[config.mk]
export PLATFORM = sky130hd
export DESIGN_NAME = scds_gen
export DESIGN_NICKNAME = d
export VERILOG_FILES = /design/src/rtl/scds_pkg.sv /design/src/rtl/scds_lfsr.sv /design/src/rtl/scds_gen.sv
export SDC_FILE = /design/constraint.sdc
export NUM_CORES = 1
export LEC_CHECK = 0
export BUFFER_PORTS_ARGS = -buffer_cell sky130_fd_sc_hd__buf_2
export CORE_ASPECT_RATIO = 1.25
export CORE_MARGIN = 3
export CORE_UTILIZATION = 35
export DETAILED_ROUTE_END_ITERATION = 7
export SYNTH_ARGS = -nofsm -noshare
export SYNTH_HDL_FRONTEND = slang
export SYNTH_SLANG_ARGS = --single-unit
[constraint.sdc]
create_clock -name clk -period 3 [get_ports clk]
set_clock_uncertainty 0.15 [all_clocks]
set_input_delay 0.15 -clock clk [delete_from_list [all_inputs] [get_ports clk]]
set_output_delay 0.15 -clock clk [all_outputs]
set_load 0.05 [all_outputs]
[src/rtl/scds_pkg.sv]
// scds_pkg: shared constants, rotation encoding and saturating negate for scds_gen.
// Latency: n/a (package).
// Backpressure: n/a (package).
package scds_pkg;

  // Default LFSR load value; bit i holds s[i]
  localparam logic [12:0] SEED_DEF = 13'h1FFF;

  // Feedback taps: fb1 = s7^s10^s11^s12, fb2 = s6^s9^s10^s11
  localparam int FB1_T0 = 7;
  localparam int FB1_T1 = 10;
  localparam int FB1_T2 = 11;
  localparam int FB1_T3 = 12;
  localparam int FB2_T0 = 6;
  localparam int FB2_T1 = 9;
  localparam int FB2_T2 = 10;
  localparam int FB2_T3 = 11;

  // Rotation applied to (re, im); the value equals the descramble-mode sel {s0, s1}
  typedef enum logic [1:0] {
    ROT_ID  = 2'b00,  // (re, im)
    ROT_NEG = 2'b01,  // (-re, -im)
    ROT_NJ  = 2'b10,  // x(-j): (im, -re)
    ROT_PJ  = 2'b11   // x(+j): (-im, re)
  } rot_e;

  // Two's complement negate of a w-bit value (sign-extended into x); the most
  // negative code maps to the most positive one instead of overflowing
  function automatic logic signed [31:0] sat_neg(input logic signed [31:0] x, input int w);
    logic signed [31:0] lo;
    lo = -(32'sd1 <<< (w - 1));
    if (x == lo) return (32'sd1 <<< (w - 1)) - 32'sd1;
    return -x;
  endfunction

endpackage

[src/rtl/scds_lfsr.sv]
// scds_lfsr: 13-bit dual-output LFSR producing the 2-bit rotation select {s0, s1}.
// Latency: sel reflects the current state; load/adv take effect on the next clock.
// Backpressure: none; the caller only asserts load/adv on accepted samples.
module scds_lfsr
  import scds_pkg::*;
#(
  parameter logic [12:0] SEED = SEED_DEF
) (
  input  logic       clk,
  input  logic       rst,
  input  logic       load,
  input  logic       adv,
  output logic [1:0] sel
);

  logic [12:0] s_q, s_d;
  logic        fb1, fb2;

  // Next state: reload wins over advance; advance shifts two new bits in at s0/s1
  always_comb begin
    fb1 = s_q[FB1_T0] ^ s_q[FB1_T1] ^ s_q[FB1_T2] ^ s_q[FB1_T3];
    fb2 = s_q[FB2_T0] ^ s_q[FB2_T1] ^ s_q[FB2_T2] ^ s_q[FB2_T3];
    s_d = s_q;
    if (load)     s_d = SEED;
    else if (adv) s_d = {s_q[10:0], fb1, fb2};
  end

  // State register
  always_ff @(posedge clk or posedge rst) begin
    if (rst) s_q <= SEED;
    else     s_q <= s_d;
  end

  assign sel = {s_q[0], s_q[1]};

endmodule

[src/rtl/scds_gen.sv]
// scds_gen: quarter-turn constellation scrambler/descrambler over an in-frame index window.
// Latency: one register stage; a sample accepted in cycle n is presented in cycle n+1.
// Backpressure: di_rdy = !do_vld || do_rdy; all do_* hold while do_vld && !do_rdy.
module scds_gen
  import scds_pkg::*;
#(
  parameter int          DW        = 12,
  parameter int          IW        = 10,
  parameter int          WIN_START = 16,
  parameter int          WIN_END   = 494,
  parameter logic [12:0] SEED      = SEED_DEF
) (
  input  logic                 clk,
  input  logic                 rst,
  input  logic                 mode,
  input  logic signed [DW-1:0] di_re,
  input  logic signed [DW-1:0] di_im,
  input  logic                 di_sop,
  input  logic                 di_vld,
  output logic                 di_rdy,
  output logic signed [DW-1:0] do_re,
  output logic signed [DW-1:0] do_im,
  output logic                 do_sop,
  output logic                 do_win,
  output logic                 do_vld,
  input  logic                 do_rdy
);

  localparam logic [IW-1:0] IDX_MAX  = '1;
  // A sop sample always sees the seed selection, whatever state the LFSR is in
  localparam logic [1:0]    SEED_SEL = {SEED[0], SEED[1]};

  logic                 acc;
  logic [IW-1:0]        idx_q, idx_d, cur_idx;
  logic                 mode_q, mode_d, eff_mode;
  logic                 in_win;
  logic [1:0]           lfsr_sel, sel;
  logic                 lfsr_load, lfsr_adv;
  rot_e                 rot;
  logic signed [DW-1:0] neg_re, neg_im, rot_re, rot_im;
  logic signed [DW-1:0] do_re_q, do_im_q;
  logic                 do_sop_q, do_win_q, do_vld_q;

  assign di_rdy = !do_vld_q || do_rdy;
  assign acc    = di_vld && di_rdy;

  scds_lfsr #(.SEED(SEED)) u_lfsr (
    .clk  (clk),
    .rst  (rst),
    .load (lfsr_load),
    .adv  (lfsr_adv),
    .sel  (lfsr_sel)
  );

  // Index, window, mode and LFSR control for the sample currently offered
  always_comb begin
    cur_idx  = di_sop ? '0 : idx_q;
    in_win   = (int'(cur_idx) >= WIN_START) && (int'(cur_idx) <= WIN_END);
    eff_mode = di_sop ? mode : mode_q;
    idx_d    = idx_q;
    mode_d   = mode_q;
    if (acc) begin
      if (di_sop) begin
        idx_d  = IW'(1);
        mode_d = mode;
      end else if (idx_q != IDX_MAX) begin
        idx_d  = idx_q + IW'(1);
      end
    end
    // Out-of-window samples and frame starts park the LFSR at the seed
    lfsr_load = acc && (di_sop || !in_win);
    lfsr_adv  = acc && in_win;
    sel       = di_sop ? SEED_SEL : lfsr_sel;
  end

  // Rotation select and datapath; scramble swaps the +j/-j rows to invert descramble
  always_comb begin
    rot = rot_e'(sel);
    if (eff_mode) begin
      if (rot == ROT_NJ)      rot = ROT_PJ;
      else if (rot == ROT_PJ) rot = ROT_NJ;
    end
    neg_re = DW'(sat_neg(32'(di_re), DW));
    neg_im = DW'(sat_neg(32'(di_im), DW));
    rot_re = di_re;
    rot_im = di_im;
    if (in_win) begin
      case (rot)
        ROT_NJ:  begin rot_re = di_im;  rot_im = neg_re; end
        ROT_NEG: begin rot_re = neg_re; rot_im = neg_im; end
        ROT_PJ:  begin rot_re = neg_im; rot_im = di_re;  end
        default: begin rot_re = di_re;  rot_im = di_im;  end
      endcase
    end
  end

  // Frame index counter and latched mode
  always_ff @(posedge clk or posedge rst) begin
    if (rst) begin
      idx_q  <= '0;
      mode_q <= 1'b0;
    end else begin
      idx_q  <= idx_d;
      mode_q <= mode_d;
    end
  end

  // Output register: load on accept, drop valid once consumed, hold while stalled
  always_ff @(posedge clk or posedge rst) begin
    if (rst) begin
      do_re_q  <= '0;
      do_im_q  <= '0;
      do_sop_q <= 1'b0;
      do_win_q <= 1'b0;
      do_vld_q <= 1'b0;
    end else if (acc) begin
      do_re_q  <= rot_re;
      do_im_q  <= rot_im;
      do_sop_q <= di_sop;
      do_win_q <= in_win;
      do_vld_q <= 1'b1;
    end else if (do_rdy) begin
      do_vld_q <= 1'b0;
    end
  end

  assign do_re  = do_re_q;
  assign do_im  = do_im_q;
  assign do_sop = do_sop_q;
  assign do_win = do_win_q;
  assign do_vld = do_vld_q;

endmodule

# Yosys cells after proc, flatten, opt, wreduce, memory -nomap -nowiden
# Index checks and enable logic that the tools add are counted.
[op_classes]
addsub = 3
n_lt_le_gt_ge = 2
eq_ne = 8
muxes = 22
bitwise_logic = 6
reduce_logical = 12
[ops]
columns = ["op", "n"]
rows = [
  ["2-to-1 mux 12 bit", 6],
  ["one-hot mux 12 bit (3 select lines)", 2],
  ["2-to-1 mux 10 bit", 3],
  ["2-to-1 mux 13 bit", 2],
  ["== test 12 bit, second input constant", 2],
  ["negator 12 bit", 2],
  ["adder 10 x 1 -> 10 bit, second input constant", 1],
  [">= comparator 10 x 5 -> 1 bit, second input constant", 1],
  ["<= comparator 10 x 9 -> 1 bit, second input constant", 1],
  ["!= test 10 bit, second input constant", 1],
  ["== test 2 bit, second input constant", 4],
  ["2-to-1 mux 2 bit", 4],
  ["nonzero test 2 bit", 3],
  ["XOR 1 bit", 6],
  ["2-to-1 mux 1 bit", 5],
  ["logical AND 1 bit", 4],
  ["== test 2 x 1 -> 1 bit, second input constant", 1],
  ["zero test 1 bit", 2],
  ["logical OR 1 bit", 2],
  ["AND reduction 2 bit", 1],
]
[totals]
regBits = 51
input_bits = 30
wordCells = 61

# Longest topological paths before layout
# Gate-level depths: netlist (run 1).
[logic_depth]
depth_word = 8
mapped_depth = 8
ltp_nobuf = 7

# Cells and area by module
# From an unflattened synthesis (run 1), not the netlist that was laid out.
[unflattened]
cells_unflattened = 431
hier_area_um2 = 3679.8
[by_module_without_submodules]
columns = ["module", "n_inst", "cells_each", "area_per_inst_um2", "seq_area_each_um2"]
rows = [
  ["scds_gen", 1, 380, 3041.7, 950.9],
  ["scds_lfsr", 1, 51, 638.1, 341.6],
]

# Worst setup path after synthesis (run 1)
# Ideal clock, no wire load.
[synth_path]
path_type = "register -> register"
startpoint = "register do_vld_q (netlist: do_vld)"
endpoint = "register mode_q"
setup_ns = 0.125
arrival_time_ns = 2.149
required_time_ns = 2.725
path_slack_ns = 0.576
path_stages_with_launch = 6
path_buffers = 1
cell_sequence = "dfrtp_1 > nand2b_1 > nand2_1 > clkbuf_1 > nor2_1 > mux2_2"
[synth_between]
elab_chain_cells = 3
[synth_lines]
columns = ["item", "line", "rtl"]
rows = [
  ["start: declaration", "scds_gen.sv:42", "logic do_sop_q, do_win_q, do_vld_q;"],
  ["start signal: assignment", "scds_gen.sv:115", "do_vld_q <= 1'b0;"],
  ["start signal: assignment", "scds_gen.sv:121", "do_vld_q <= 1'b1;"],
  ["start signal: assignment", "scds_gen.sv:123", "do_vld_q <= 1'b0;"],
  ["zero test 1 bit", "scds_gen.sv:44", "assign di_rdy = !do_vld_q || do_rdy;"],
  ["logical OR 1 bit", "scds_gen.sv:44", ""],
  ["named net di_rdy", "scds_gen.sv:20", "output logic di_rdy,"],
  ["logical AND 1 bit", "scds_gen.sv:45", "assign acc = di_vld && di_rdy;"],
  ["end signal: assignment", "scds_gen.sv:104", "mode_q <= mode_d;"],
  ["end: declaration", "scds_gen.sv:35", "logic mode_q, mode_d, eff_mode;"],
]
# The timed path passes the listed nets, and every way through them passes these cells.
# A chain may end at the register's enable or synchronous reset.

# Worst setup path after layout (run 1)
[layout_path]
startpoint = "register idx_q[7]"
endpoint = "register do_im_q[7] (netlist: do_im[7])"
[layout_between]
elab_chain_cells = 4
[layout_lines]
columns = ["item", "line", "rtl"]
rows = [
  ["start: declaration", "scds_gen.sv:34", "logic [IW-1:0] idx_q, idx_d, cur_idx;"],
  ["start signal: assignment", "scds_gen.sv:103", "idx_q <= idx_d;"],
  ["2-to-1 mux 10 bit *", "scds_gen.sv:57", "cur_idx = di_sop ? '0 : idx_q;"],
  [">= comparator 10 x 5 -> 1 bit / <= comparator 10 x 9 -> 1 bit (equally long branches)", "scds_gen.sv:58", "in_win = (int'(cur_idx) >= WIN_START) && (int'(cur_idx) <= WIN_END);"],
  ["logical AND 1 bit *", "scds_gen.sv:58", ""],
  ["2-to-1 mux 12 bit *", "scds_gen.sv:87", "if (in_win) begin"],
  ["end signal: assignment", "scds_gen.sv:118", "do_im_q <= rot_im;"],
  ["end: declaration", "scds_gen.sv:41", "logic signed [DW-1:0] do_re_q, do_im_q;"],
]
# Mark *: on every way between the ends. The rest lies on a longest branch, timed or not.

==> results.txt, run 1 <==
----------------------------------------------------
[Yosys]
  Mapped cell area ... ~3600 µm²
  Number of flops mapped to enable cells by yosys ... 0
  Synth Area per Inst ... approximately 8.5 µm²
  Leading post-synthesis cells by instance count ... sky130_fd_sc_hd__dfrtp_1 (38), sky130_fd_sc_hd__nand2_1 (38), sky130_fd_sc_hd__nor2_1 (31), sky130_fd_sc_hd__o21ai_0 (31), sky130_fd_sc_hd__clkbuf_1 (28)
  Number of register bits inferred by synthesis ... 51
  Number of instances in the synthesized netlist ... between 400 and 500
  Unique cell type count in the Yosys netlist ... 66
  Dominant synthesized flop cell ... sky130_fd_sc_hd__dfrtp_1
  Sequential fraction of the synthesis area ... a little over a third
  Post-synth top area share ... 26.8%
  Post-synth top area cell ... sky130_fd_sc_hd__dfrtp_1
  Top cells by area, synth ... sky130_fd_sc_hd__dfrtp_1 (27%), sky130_fd_sc_hd__dfstp_2 (9.6%), sky130_fd_sc_hd__o21ai_0 (4.4%)
  Net count of the mapped netlist ... ~450
  Number of warning messages in the yosys log ... 0
  Share of flip-flops with an asynchronous set or reset after synthesis ... 100%

[Place]
  Count of buffers from port buffering ... 57
  Weighted congestion at the end of routability-driven global placement ... 0.953
  Detailed Place HPWL ... roughly 8.1 mm

[Power and ir drop]
  Combinational cell fraction of total power ... between 30% and 40%
  Switching part of the total power ... about 40%
  IR drop worst, VDD ... between 0.2 and 0.3 mV
  Power share of the sequential group ... between 30% and 40%
  Net switching power ... 0.000843 W
  Total leakage power ... roughly 1.7 nW
  Clock network fraction of total power ... between 20% and 30%
  Areal power density over the cells ... 515 nW/µm²
  Int Pwr ... approximately 0.0013 W

[Timing]
  Setup repair after global routing missed its margin ... false
  Final hold violation count ... 0
  Slew at the pin with the worst max-slew slack ... approximately 1 ns
  Final count of pins violating max slew ... 0
  Final TNS setup ... 0 ns
  Minimum clock period ... between 2 and 2.5 ns
  Setup-failing EPs final ... 0
  Worst slack on hold paths ... 0.0380 ns
  FMAX ... 406 MHz
  Headroom to the max-slew limit ... 32.2%
  Final worst-path cycle share ... a little over 80%

[Critical path]
  Worst endpoint required time ... 3.06 ns
  Kind of critical path ... flip-flop to flip-flop
  Critical path launch point type ... flip-flop
  Endpoint arrival time on the critical path ... roughly 2.5 ns
  Worst setup EP type ... flip-flop
  Worst Path Max Fanout ... 14
  Path depth of the worst reg2reg path ... 5

[Routing]
  Routed Wire Length ... about 11 mm
  Routed met2 length ... 5.52 mm
  Via-to-Cell Ratio ... between 5 and 6
  Post-route ant nets ... 0
  Mean routed wirelength per cell ... ~19 µm
  First-pass iteration count of the detailed router ... 5
  Top routing layer in use ... met4
  Via Count ... approximately 3500
  WL met3 ... 677 µm
  Violation count after the first detailed-route iteration ... between 200 and 250
  Metal1 wirelength ... 4.48 mm
  Count of unresolved DRC violations after routing ... 0

[Finish]
  Synth-to-layout area growth ... 16.1%
  Number of diodes added for antenna fixing ... 0
  Number of fillers in the final layout ... 1020
  Total Nets Final ... 498
  Layout cell share with drive strength beyond 1 ... between 20% and 30%
  Footprint of the multi-input gates ... roughly 2100 µm²
  Seq. cell area ... ~1300 µm²

[Floorplanning]
  Initial standard-cell utilization of the core ... between 30% and 40%
  Die ar. ... about 11000 µm²
  Rows ... 40
  Horizontal extent of the die ... about 96 µm
  Num ports ... between 50 and 60
  Area of the placeable core ... between 9000 and 10000 µm²
  Height of the die ... approximately 120 µm

[Hold path]
  Class of the tightest hold or removal check ... primary input to flip-flop
  Hold Path Depth ... 3

[Global route]
  Total GRT Usage ... 19.9%
  Remaining Overflow, GRT ... 0
  Number of global-route vias before repair ... 3457
  Largest net degree at the start of global routing ... around 50
  First-pass GRT wire length ... approximately 18 mm
  Initial antenna violation count ... 0

[Clock network]
  Number of buffers created by CTS ... 5
  Cell at the root of the clock tree ... sky130_fd_sc_hd__clkbuf_16
  Clk sinks ... 51
  Clock latency reported for the late side of the worst-skew pair ... roughly 0.3 ns
  TritonCTS clock tree ... done
  Clk buf depth ... 2
  Clock transition at the registers of the reported paths ... ~0.07 ns
  Post-CTS Setup Repair Bufs ... 0
  Number of gates given a new drive strength after cts ... 0
  Maximum level of the CTS H-tree ... 2

[Run]
  Max-cap check violation count ... 0

[Outcome]
  Run status ... complete, no violations

----------------------------------------------------
-- per-layer routing --
layer,track usage (%),up-vias
met5,0,-
met4,7.38,0
met3,2.93,27
met2,33.7,114
met1,25.0,1726
li1,-,1667
-- timing repair --
action	4_1_cts	5_1_grt
hold endpoints to repair	40	0
hold buffers	3	0
setup endpoints to repair	0	0
-- worst paths after layout --
check | to | startpoint | slack [ns]
max | do_im[7]$_DFFE_PP0P_ | idx_q[7]$_DFFE_PP0P_ | 0.54
min | do_vld$_DFFE_PP0P_ | do_rdy | 0.04
max reg2reg | do_im[7]$_DFFE_PP0P_ | idx_q[7]$_DFFE_PP0P_ | 0.54
min reg2reg | do_re[10]$_DFFE_PP0P_ | do_re[10]$_DFFE_PP0P_ | 0.33
max in group asynchronous | u_lfsr.s_q[7]$_DFFE_PP1P_ | rst | 1.48
min in group asynchronous | do_im[1]$_DFFE_PP0P_ | rst | 0.49
-- registers in the layout (all words and copies together) (netlist names) --
signal,flops
do_re,12
do_win,1
do_vld,1
idx_q,10
do_sop,1
mode_q,1
do_im,12
u_lfsr.s_q,13
-- per-stage QoR --
step	instance area [µm²]	std cells	power (W)	utilization (%)	worst slack, ns
2_1_floorplan	3550	419	0.00132	-	0.576
3_3_place_gp	3940	581	0.00152	40.4	0.544
3_5_place_dp	3940	581	0.00153	40.4	0.551
4_1_cts	4130	592	0.00214	42.3	0.564
5_1_grt	4130	592	0.00224	42.3	0.351
6_report	4130	592	0.00213	42.3	0.537
-- power groups by stage --
stage | Combinational (W) | Clock (W) | Sequential [W]
after detailed placement | 0.000682 | 0 | 0.000844
after global routing | 0.000743 | 0.000654 | 0.000843
after CTS | 0.000687 | 0.000624 | 0.000831
after global placement | 0.000679 | 0 | 0.000841
final | 0.000686 | 0.000610 | 0.000829
after floorplan | 0.000268 | 0 | 0.00106
-- cell families after synthesis --
family	Yosys count	share of synthesized area, %
simple gates	146	21.5
compound gates	144	28.3
flops	51	36.4
buf+inv	47	5.60
xor+xnor	22	5.42
mux	6	1.76
fa+ha+maj	3	1.06
-- critical path, cell delays in order (launching register included) --
cell	delay, ns
sky130_fd_sc_hd__dfrtp_1	0.42
sky130_fd_sc_hd__or4_1	0.56
sky130_fd_sc_hd__o211a_1	0.26
sky130_fd_sc_hd__nand2_1	0.48
sky130_fd_sc_hd__nor2_1	0.26
sky130_fd_sc_hd__a211oi_1	0.25
-- area by class of cell --
type,instances,share of cell area [%]
clock inverters,3,0.637
clock buffers,5,3.03
repair buffers,72,9.83
multi-input cells,321,50.1
flip-flops and latches,51,31.3
inverters,14,1.27
well taps,126,3.82
-- placed cells by master (no fill, tap or decap), types with 5 or more instances in the layout --
master                      instances
sky130_fd_sc_hd__clkbuf_16          5
sky130_fd_sc_hd__nand4_1            6
sky130_fd_sc_hd__buf_4             12
sky130_fd_sc_hd__xor2_1             7
sky130_fd_sc_hd__a31oi_1            9
sky130_fd_sc_hd__o21ai_1            8
sky130_fd_sc_hd__nor3_1            14
sky130_fd_sc_hd__buf_2             57
sky130_fd_sc_hd__nor2_1            31
sky130_fd_sc_hd__nor4_1            11
sky130_fd_sc_hd__dfstp_2           13
sky130_fd_sc_hd__o22a_1            13
sky130_fd_sc_hd__dfrtp_1           38
sky130_fd_sc_hd__xnor2_1           15
sky130_fd_sc_hd__inv_1             13
sky130_fd_sc_hd__o21ai_0           31
sky130_fd_sc_hd__nand3_1           10
sky130_fd_sc_hd__nand2b_1           5
sky130_fd_sc_hd__a21oi_1           18
sky130_fd_sc_hd__a21o_1             6
sky130_fd_sc_hd__nand2_1           38
No activity file was read; power rests on OpenSTA's default activity.
==> inputs of run 2 (changes only) <==
- clock period: 3 -> 2.35 ns (I/O delays scaled with it)
==> results.txt, run 2 (synthesis gave the netlist of run 1 again) <==
----------------------------------------------------
[Outcome]
  Run status ... complete, no violations

[Routing]
  Mean routed wirelength per cell ... 18.0 µm (-3.3%)
  Post-route ant nets ... 0 (unchanged)
  First-pass iteration count of the detailed router ... 5 (unchanged)
  Via-to-Cell Ratio ... 5.90 (-1.1%)
  Via Count ... 3637 (+2.9%)
  Routed Wire Length ... 11.1 mm (+0.63%)
  Count of unresolved DRC violations after routing ... 0 (unchanged)
  Violation count after the first detailed-route iteration ... 284 (+39%)

[Power and ir drop]
  Combinational cell fraction of total power ... 32.6% (+0.3 points)
  IR drop worst, VDD ... 0.321 mV (+28%)
  Clock network fraction of total power ... 29.5% (+0.8 points)
  Total leakage power ... 1.80 nW (+8.4%)
  Int Pwr ... 0.00174 W (+36%)
  Power share of the sequential group ... 37.9% (-1.1 points)
  Areal power density over the cells ... 636 nW/µm² (+23%)
  Net switching power ... 0.00104 W (+23%)
  Switching part of the total power ... 37.3% (-2.4 points)
  Design Power ... 0.00278 W (+31%)

[Clock network]
  Post-CTS Setup Repair Bufs ... 0 (unchanged)
  TritonCTS clock tree ... done
  Clock transition at the registers of the reported paths ... 0.07 ns (about the same)
  Number of buffers created by CTS ... 5 (unchanged)
  Maximum level of the CTS H-tree ... 2 (unchanged)
  Cell at the root of the clock tree ... sky130_fd_sc_hd__clkbuf_16
  Clk sinks ... 51 (unchanged)
  Clk buf depth ... 2 (unchanged)
  Clock latency reported for the late side of the worst-skew pair ... 0.30 ns (about the same)

[Critical path]
  Worst endpoint required time ... 2.39 ns (-0.67 ns)
  Origin of the critical flop-to-flop path ... u_lfsr.s_q[1]$_DFFE_PP1P_
  Endpoint arrival time on the critical path ... 2.24 ns (-0.28 ns)
  Critical path launch point type ... flip-flop
  Worst setup EP type ... flip-flop
  Internal reg-to-reg setup slack ... 0.15 ns (-0.39 ns)
  Kind of critical path ... flip-flop to flip-flop
  Worst Path Max Fanout ... 23 (+9)
  Launching instance or port of the critical path ... u_lfsr.s_q[1]$_DFFE_PP1P_
  Path depth of the worst reg2reg path ... 6 (+1)
  End of the worst register-to-register path ... do_im[4]$_DFFE_PP0P_

[Hold path]
  Worst hold endpoint ... do_im[10]$_DFFE_PP0P_
  Launch instance of the worst min-delay path ... di_im[10]
  Hold Path Depth ... 3 (unchanged)
  Class of the tightest hold or removal check ... primary input to flip-flop

[Floorplanning]
  Height of the die ... 119 µm (unchanged)
  Area of the placeable core ... 9760 µm² (unchanged)
  Horizontal extent of the die ... 96.1 µm (unchanged)
  Die ar. ... 11400 µm² (unchanged)
  Initial standard-cell utilization of the core ... 36.4% (unchanged)
  Rows ... 40 (unchanged)
  Num ports ... 58 (unchanged)

[Run]
  Max-cap check violation count ... 0 (unchanged)

[Finish]
  Synth-to-layout area growth ... 23.1%
  Most common cell after layout, fill and taps aside ... sky130_fd_sc_hd__buf_2
  Largest register FFs ... 13 (unchanged)
  Total Nets Final ... 522 (+4.8%)
  Register bank with the most flops ... u_lfsr.s_q
  Leading cell types in the layout, fill and taps excluded ... sky130_fd_sc_hd__buf_2 (57), sky130_fd_sc_hd__nand2_1 (38), sky130_fd_sc_hd__dfrtp_1 (38), sky130_fd_sc_hd__buf_4 (32)
  Number of fillers in the final layout ... 983 (-3.6%)
  Cell Count, Final, Fillers Out ... 616 (+4.1%)
  Number of diodes added for antenna fixing ... 0 (unchanged)
  Non-Filler Cell Area, Final ... 4370 µm² (+6.0%)
  Layout cell share with drive strength beyond 1 ... 25.7% (+4.0 points)

[Place]
  Count of buffers from port buffering ... 57 (unchanged)
  Detailed Place HPWL ... 8.13 mm (+0.71%)
  Placed inst area ... 4160 µm² (+5.4%)
  Weighted congestion at the end of routability-driven global placement ... 0.904 (-5.2%)
  Number of cells in the design after placement ... 604 (+4.0%)

[Global route]
  Remaining Overflow, GRT ... 0 (unchanged)
  Number of global-route vias before repair ... 3592 (+3.9%)
  Total GRT Usage ... 20.2% (+0.35 points)
  Largest net degree at the start of global routing ... 52 (+6.1%)
  First-pass GRT wire length ... 18.2 mm (+1.9%)
  Initial antenna violation count ... 0 (unchanged)

[Timing]
  Slew at the pin with the worst max-slew slack ... 0.732 ns (-0.283 ns)
  Setup repair after global routing missed its margin ... false
  Final worst-path cycle share ... 93.6% (+11 points)
  Final hold violation count ... 0 (unchanged)
  Worst slack on hold paths ... 0.0723 ns (+0.0343 ns)
  Setup-failing EPs final ... 0 (unchanged)
  Final count of pins violating max slew ... 0 (unchanged)
  Minimum clock period ... 2.20 ns (-0.263 ns)
  Final TNS setup ... 0 ns (unchanged)
  FMAX ... 455 MHz (+12%)
  Headroom to the max-slew limit ... 50.8% (+19 points)

----------------------------------------------------
## run 2: layout make-up
type / instances / area (µm²) / share of cell area, %
flip-flops and latches: 51 / 1290 / 29.6
well taps: 126 / 158 / 3.61
multi-input cells: 321 / 2070 / 47.5
inverters: 14 / 52.6 / 1.20
repair buffers: 96 / 626 / 14.3
clock buffers: 7 / 164 / 3.75
clock inverters: 1 / 5.00 / 0.114
## run 2: power groups by stage
stage               Combinational, W  Clock, W  Sequential (W)
floorplan                   0.000342         0         0.00135
global placement            0.000895         0         0.00107
detailed placement          0.000900         0         0.00107
CTS                         0.000908  0.000853         0.00106
global route                0.000978  0.000884         0.00107
finish                      0.000907  0.000820         0.00105
## run 2: what timing repair did
item,in CTS,in global routing
hold endpoints to repair,53,0
endpoints found under the setup margin,0,2
hold buffers,4,0
gates resized for setup,0,2
## run 2: worst max-delay path by stage
| stage | slack (ns) | cells past startpoint | endpoint |
|---|---|---|---|
| 4_1_cts | 0.05 | 6 | do_im[4]$_DFFE_PP0P_ |
| 2_1_floorplan | 0.12 | 5 | mode_q$_DFFE_PP0P_ |
| 6_report | 0.15 | 6 | do_im[4]$_DFFE_PP0P_ |
| 5_1_grt | 0.05 | 6 | do_im[4]$_DFFE_PP0P_ |
| 3_3_place_gp | 0.05 | 9 | do_im[4]$_DFFE_PP0P_ |
| 3_5_place_dp | 0.01 | 9 | do_im[4]$_DFFE_PP0P_ |
## run 2: through the flow
step / setup slack [ns] / utilization [%]
after floorplan: 0.124 / -
after global placement: 0.0455 / 42.6
after detailed placement: 0.00994 / 42.6
after CTS: 0.0541 / 44.7
after global routing: 0.0464 / 44.8
final: 0.150 / 44.8
## run 2: worst max-delay path, stage by stage, from the launching register on
cell and delay [ns]:
sky130_fd_sc_hd__dfstp_2 0.60, sky130_fd_sc_hd__xnor2_1 0.19, sky130_fd_sc_hd__o22ai_1 0.19, sky130_fd_sc_hd__buf_12 0.19, sky130_fd_sc_hd__a2111oi_1 0.51, sky130_fd_sc_hd__buf_4 0.19, sky130_fd_sc_hd__o21ai_1 0.06
## run 2: layer usage
metal	vias up	GRT usage, %	wire length [µm]
li1	1722	-	-
met1	1745	25.6	4510
met2	137	33.0	5500
met3	33	3.18	648
met4	0	9.61	443
met5	-	0	0
==> inputs of run 3 (changes only) <==
- clock period: 2.35 -> 2.4 ns (I/O delays scaled with it)
==> results.txt, run 3 (synthesis gave the netlist of run 1 again) <==
----------------------------------------------------
[Timing]
  Final worst-path cycle share ... 95.3% (+1.7 points)
  Minimum clock period ... 2.29 ns (+0.0867 ns)
  Final hold violation count ... 0 (unchanged)
  Slew at the pin with the worst max-slew slack ... 0.602 ns (-0.130 ns)
  Final critical-path setup slack ... 0.114 ns (-0.0367 ns)
  Headroom to the max-slew limit ... 59.7% (+8.9 points)
  Final count of pins violating max slew ... 0 (unchanged)
  FMAX ... 437 MHz (-3.8%)
  Setup repair after global routing missed its margin ... false
  Setup-failing EPs final ... 0 (unchanged)
  Final TNS setup ... 0 ns (unchanged)

[Critical path]
  CP delay by family, top ... simple AND/OR/NAND/NOR gates
  Critical path launch point type ... flip-flop
  Series of cell instances along the critical path ... or4_1 -> o211a_1 -> and2_1 -> buf_12 -> nor3_1 -> a211oi_1
  Path depth of the worst reg2reg path ... 6 (unchanged)
  Origin of the critical flop-to-flop path ... idx_q[7]$_DFFE_PP0P_
  Endpoint arrival time on the critical path ... 2.29 ns (+0.05 ns)
  Kind of critical path ... flip-flop to flip-flop
  End of the worst register-to-register path ... do_re[3]$_DFFE_PP0P_
  CP max stage cell ... sky130_fd_sc_hd__or4_1
  Worst setup EP type ... flip-flop
  Crit path buf inv count ... 1 (-1)
  Internal reg-to-reg setup slack ... 0.11 ns (-0.04 ns)
  Worst endpoint required time ... 2.40 ns (about the same)
  Worst Path Max Fanout ... 17 (-26%)
  Critical Path Stages ... 6 (unchanged)
  Crit path largest cell delay ... 0.57 ns (-0.03 ns)
  Capturing instance or port of the critical path ... do_re[3]$_DFFE_PP0P_
  Launching instance or port of the critical path ... idx_q[7]$_DFFE_PP0P_

[Finish]
  Number of diodes added for antenna fixing ... 0 (unchanged)
  Seq. cell area ... 1290 µm² (unchanged)
  Most common cell after layout, fill and taps aside ... sky130_fd_sc_hd__buf_2
  Synth-to-layout area growth ... 21.6%
  Non-Filler Cell Area, Final ... 4320 µm² (-1.2%)
  Layout cell share with drive strength beyond 1 ... 25.1% (-0.66 points)
  Footprint of the multi-input gates ... 2070 µm² (-0.30%)
  Largest register FFs ... 13 (unchanged)
  Total Nets Final ... 519 (-0.57%)
  Register bank with the most flops ... u_lfsr.s_q
  Number of fillers in the final layout ... 1007 (+2.4%)
  Leading cell types in the layout, fill and taps excluded ... sky130_fd_sc_hd__buf_2 (57), sky130_fd_sc_hd__nand2_1 (38), sky130_fd_sc_hd__dfrtp_1 (38), sky130_fd_sc_hd__nor2_1 (31), sky130_fd_sc_hd__o21ai_0 (31)

[Hold path]
  Class of the tightest hold or removal check ... primary input to flip-flop

[Global route]
  Met3 routing resource usage after global routing ... 3.18% (unchanged)
  Met2 track demand over resource in global routing ... 34.4% (+1.5 points)
  Initial antenna violation count ... 0 (unchanged)
  Number of global-route vias before repair ... 3643 (+1.4%)
  Busiest layer in global routing ... met2
  Met1 Usage GRT ... 24.7% (-0.92 points)
  Remaining Overflow, GRT ... 0 (unchanged)
  First-pass GRT wire length ... 18.2 mm (-0.15%)
  Total GRT Usage ... 20.0% (-0.23 points)
  Largest net degree at the start of global routing ... 52 (unchanged)

[Run]
  Max-cap check violation count ... 0 (unchanged)

[Power and ir drop]
  Areal power density over the cells ... 613 nW/µm² (-3.6%)
  Switching part of the total power ... 39.0% (+1.7 points)
  Design Power ... 0.00265 W (-4.8%)
  Power share of the sequential group ... 39.0% (+1.1 points)
  Clock network fraction of total power ... 27.5% (-2.0 points)
  IR drop worst, VDD ... 0.349 mV (+8.6%)
  Net switching power ... 0.00103 W (-0.44%)
  Total leakage power ... 1.77 nW (-1.5%)
  Int Pwr ... 0.00162 W (-7.3%)
  Combinational cell fraction of total power ... 33.5% (+0.9 points)

[Floorplanning]
  Area of the placeable core ... 9760 µm² (unchanged)
  Horizontal extent of the die ... 96.1 µm (unchanged)
  Height of the die ... 119 µm (unchanged)
  Initial standard-cell utilization of the core ... 36.4% (unchanged)
  Num ports ... 58 (unchanged)
  Rows ... 40 (unchanged)
  Die ar. ... 11400 µm² (unchanged)

[Routing]
  First-pass iteration count of the detailed router ... 5 (unchanged)
  Count of unresolved DRC violations after routing ... 0 (unchanged)
  Routed Wire Length ... 11.0 mm (-1.0%)
  Violation count after the first detailed-route iteration ... 246 (-13%)
  Via Count ... 3614 (-0.63%)
  Post-route ant nets ... 0 (unchanged)
  Via-to-Cell Ratio ... 5.90 (-0.15%)
  Mean routed wirelength per cell ... 17.9 µm (-0.52%)

[Clock network]
  Clock transition at the registers of the reported paths ... 0.07 ns (about the same)
  Clk sinks ... 51 (unchanged)
  Clk buf depth ... 2 (unchanged)
  Cell at the root of the clock tree ... sky130_fd_sc_hd__clkbuf_16
  Maximum level of the CTS H-tree ... 2 (unchanged)
  Post-CTS Setup Repair Bufs ... 0 (unchanged)
  Clock latency reported for the late side of the worst-skew pair ... 0.29 ns (about the same)
  TritonCTS clock tree ... done
  Number of gates given a new drive strength after cts ... 0 (unchanged)
  Number of buffers created by CTS ... 5 (unchanged)

[Outcome]
  Run status ... complete, no violations

[Place]
  Weighted congestion at the end of routability-driven global placement ... 0.904 (about the same)
  Placement Setup Slack ... 0.0308 ns (+0.0208 ns)
  Detailed Place HPWL ... 8.12 mm (-0.23%)
  Count of buffers from port buffering ... 57 (unchanged)
  Placed inst area ... 4130 µm² (-0.54%)

----------------------------------------------------
-- run 3: cell count changes in the layout (fill, tap and decap cells not counted) --
cell and delta:
sky130_fd_sc_hd__clkbuf_8 -1, sky130_fd_sc_hd__nor3_1 +1, sky130_fd_sc_hd__a2111oi_1 -1, sky130_fd_sc_hd__clkinv_2 +1, sky130_fd_sc_hd__clkbuf_16 -1, sky130_fd_sc_hd__inv_6 +1, sky130_fd_sc_hd__a2111oi_0 +1, sky130_fd_sc_hd__nor3_2 -1
sky130_fd_sc_hd__buf_4 -3
-- run 3: worst min-delay path, cell delays in order --
cell                       delay (ns)
sky130_fd_sc_hd__buf_2           0.16
sky130_fd_sc_hd__nand3_1         0.08
sky130_fd_sc_hd__o211ai_1        0.08
-- run 3: layer usage --
layer,vias up,share of wire [%]
met1,1738,41
met5,-,0
met3,24,6.1
met4,0,3.0
met2,140,50
li1,1712,-
-- run 3: what timing repair did --
action | 4_1_cts | 5_1_grt
endpoints found under the hold margin | 53 | 0
hold buffers | 4 | 0
endpoints found under the setup margin | 0 | 0
-- run 3: power by group through the flow --
stage | Combinational (W) | Sequential, W | Clock, W
6_report | 0.000887 | 0.00103 | 0.000727
3_5_place_dp | 0.000883 | 0.00105 | 0
2_1_floorplan | 0.000335 | 0.00132 | 0
5_1_grt | 0.000960 | 0.00105 | 0.000776
3_3_place_gp | 0.000875 | 0.00105 | 0
4_1_cts | 0.000891 | 0.00104 | 0.000744
-- run 3: cell type report --
type	instances	area share [%]
Tap cell	126	3.65
Timing Repair Buffer	93	14.0
Sequential cell	51	29.9
Multi-Input combinational cell	321	47.9
Clock buffer	5	2.90
Clock inverter	3	0.435
Inverter	14	1.22
-- run 3: per-stage QoR --
step                hold WS (ns)  util (%)  instances
floorplan                 0.0784         -        419
CTS                       0.0341      44.2        613
global placement          0.0342      42.4        601
global route              0.0775      44.2        613
detailed placement        0.0391      42.4        601
finish                    0.0390      44.2        613
-- run 3: how the worst min path moves through the flow --
stage / startpoint / end / slack [ns] / cells after the start
floorplan: di_vld / do_vld$_DFFE_PP0P_ / 0.08 / 1
global placement: rst / idx_q[3]$_DFFE_PP0P_ / 0.03 / 3
detailed placement: rst / idx_q[4]$_DFFE_PP0P_ / 0.04 / 3
CTS: di_re[6] / do_re[6]$_DFFE_PP0P_ / 0.03 / 3
global route: di_re[6] / do_re[6]$_DFFE_PP0P_ / 0.08 / 3
finish: di_re[6] / do_re[6]$_DFFE_PP0P_ / 0.04 / 3
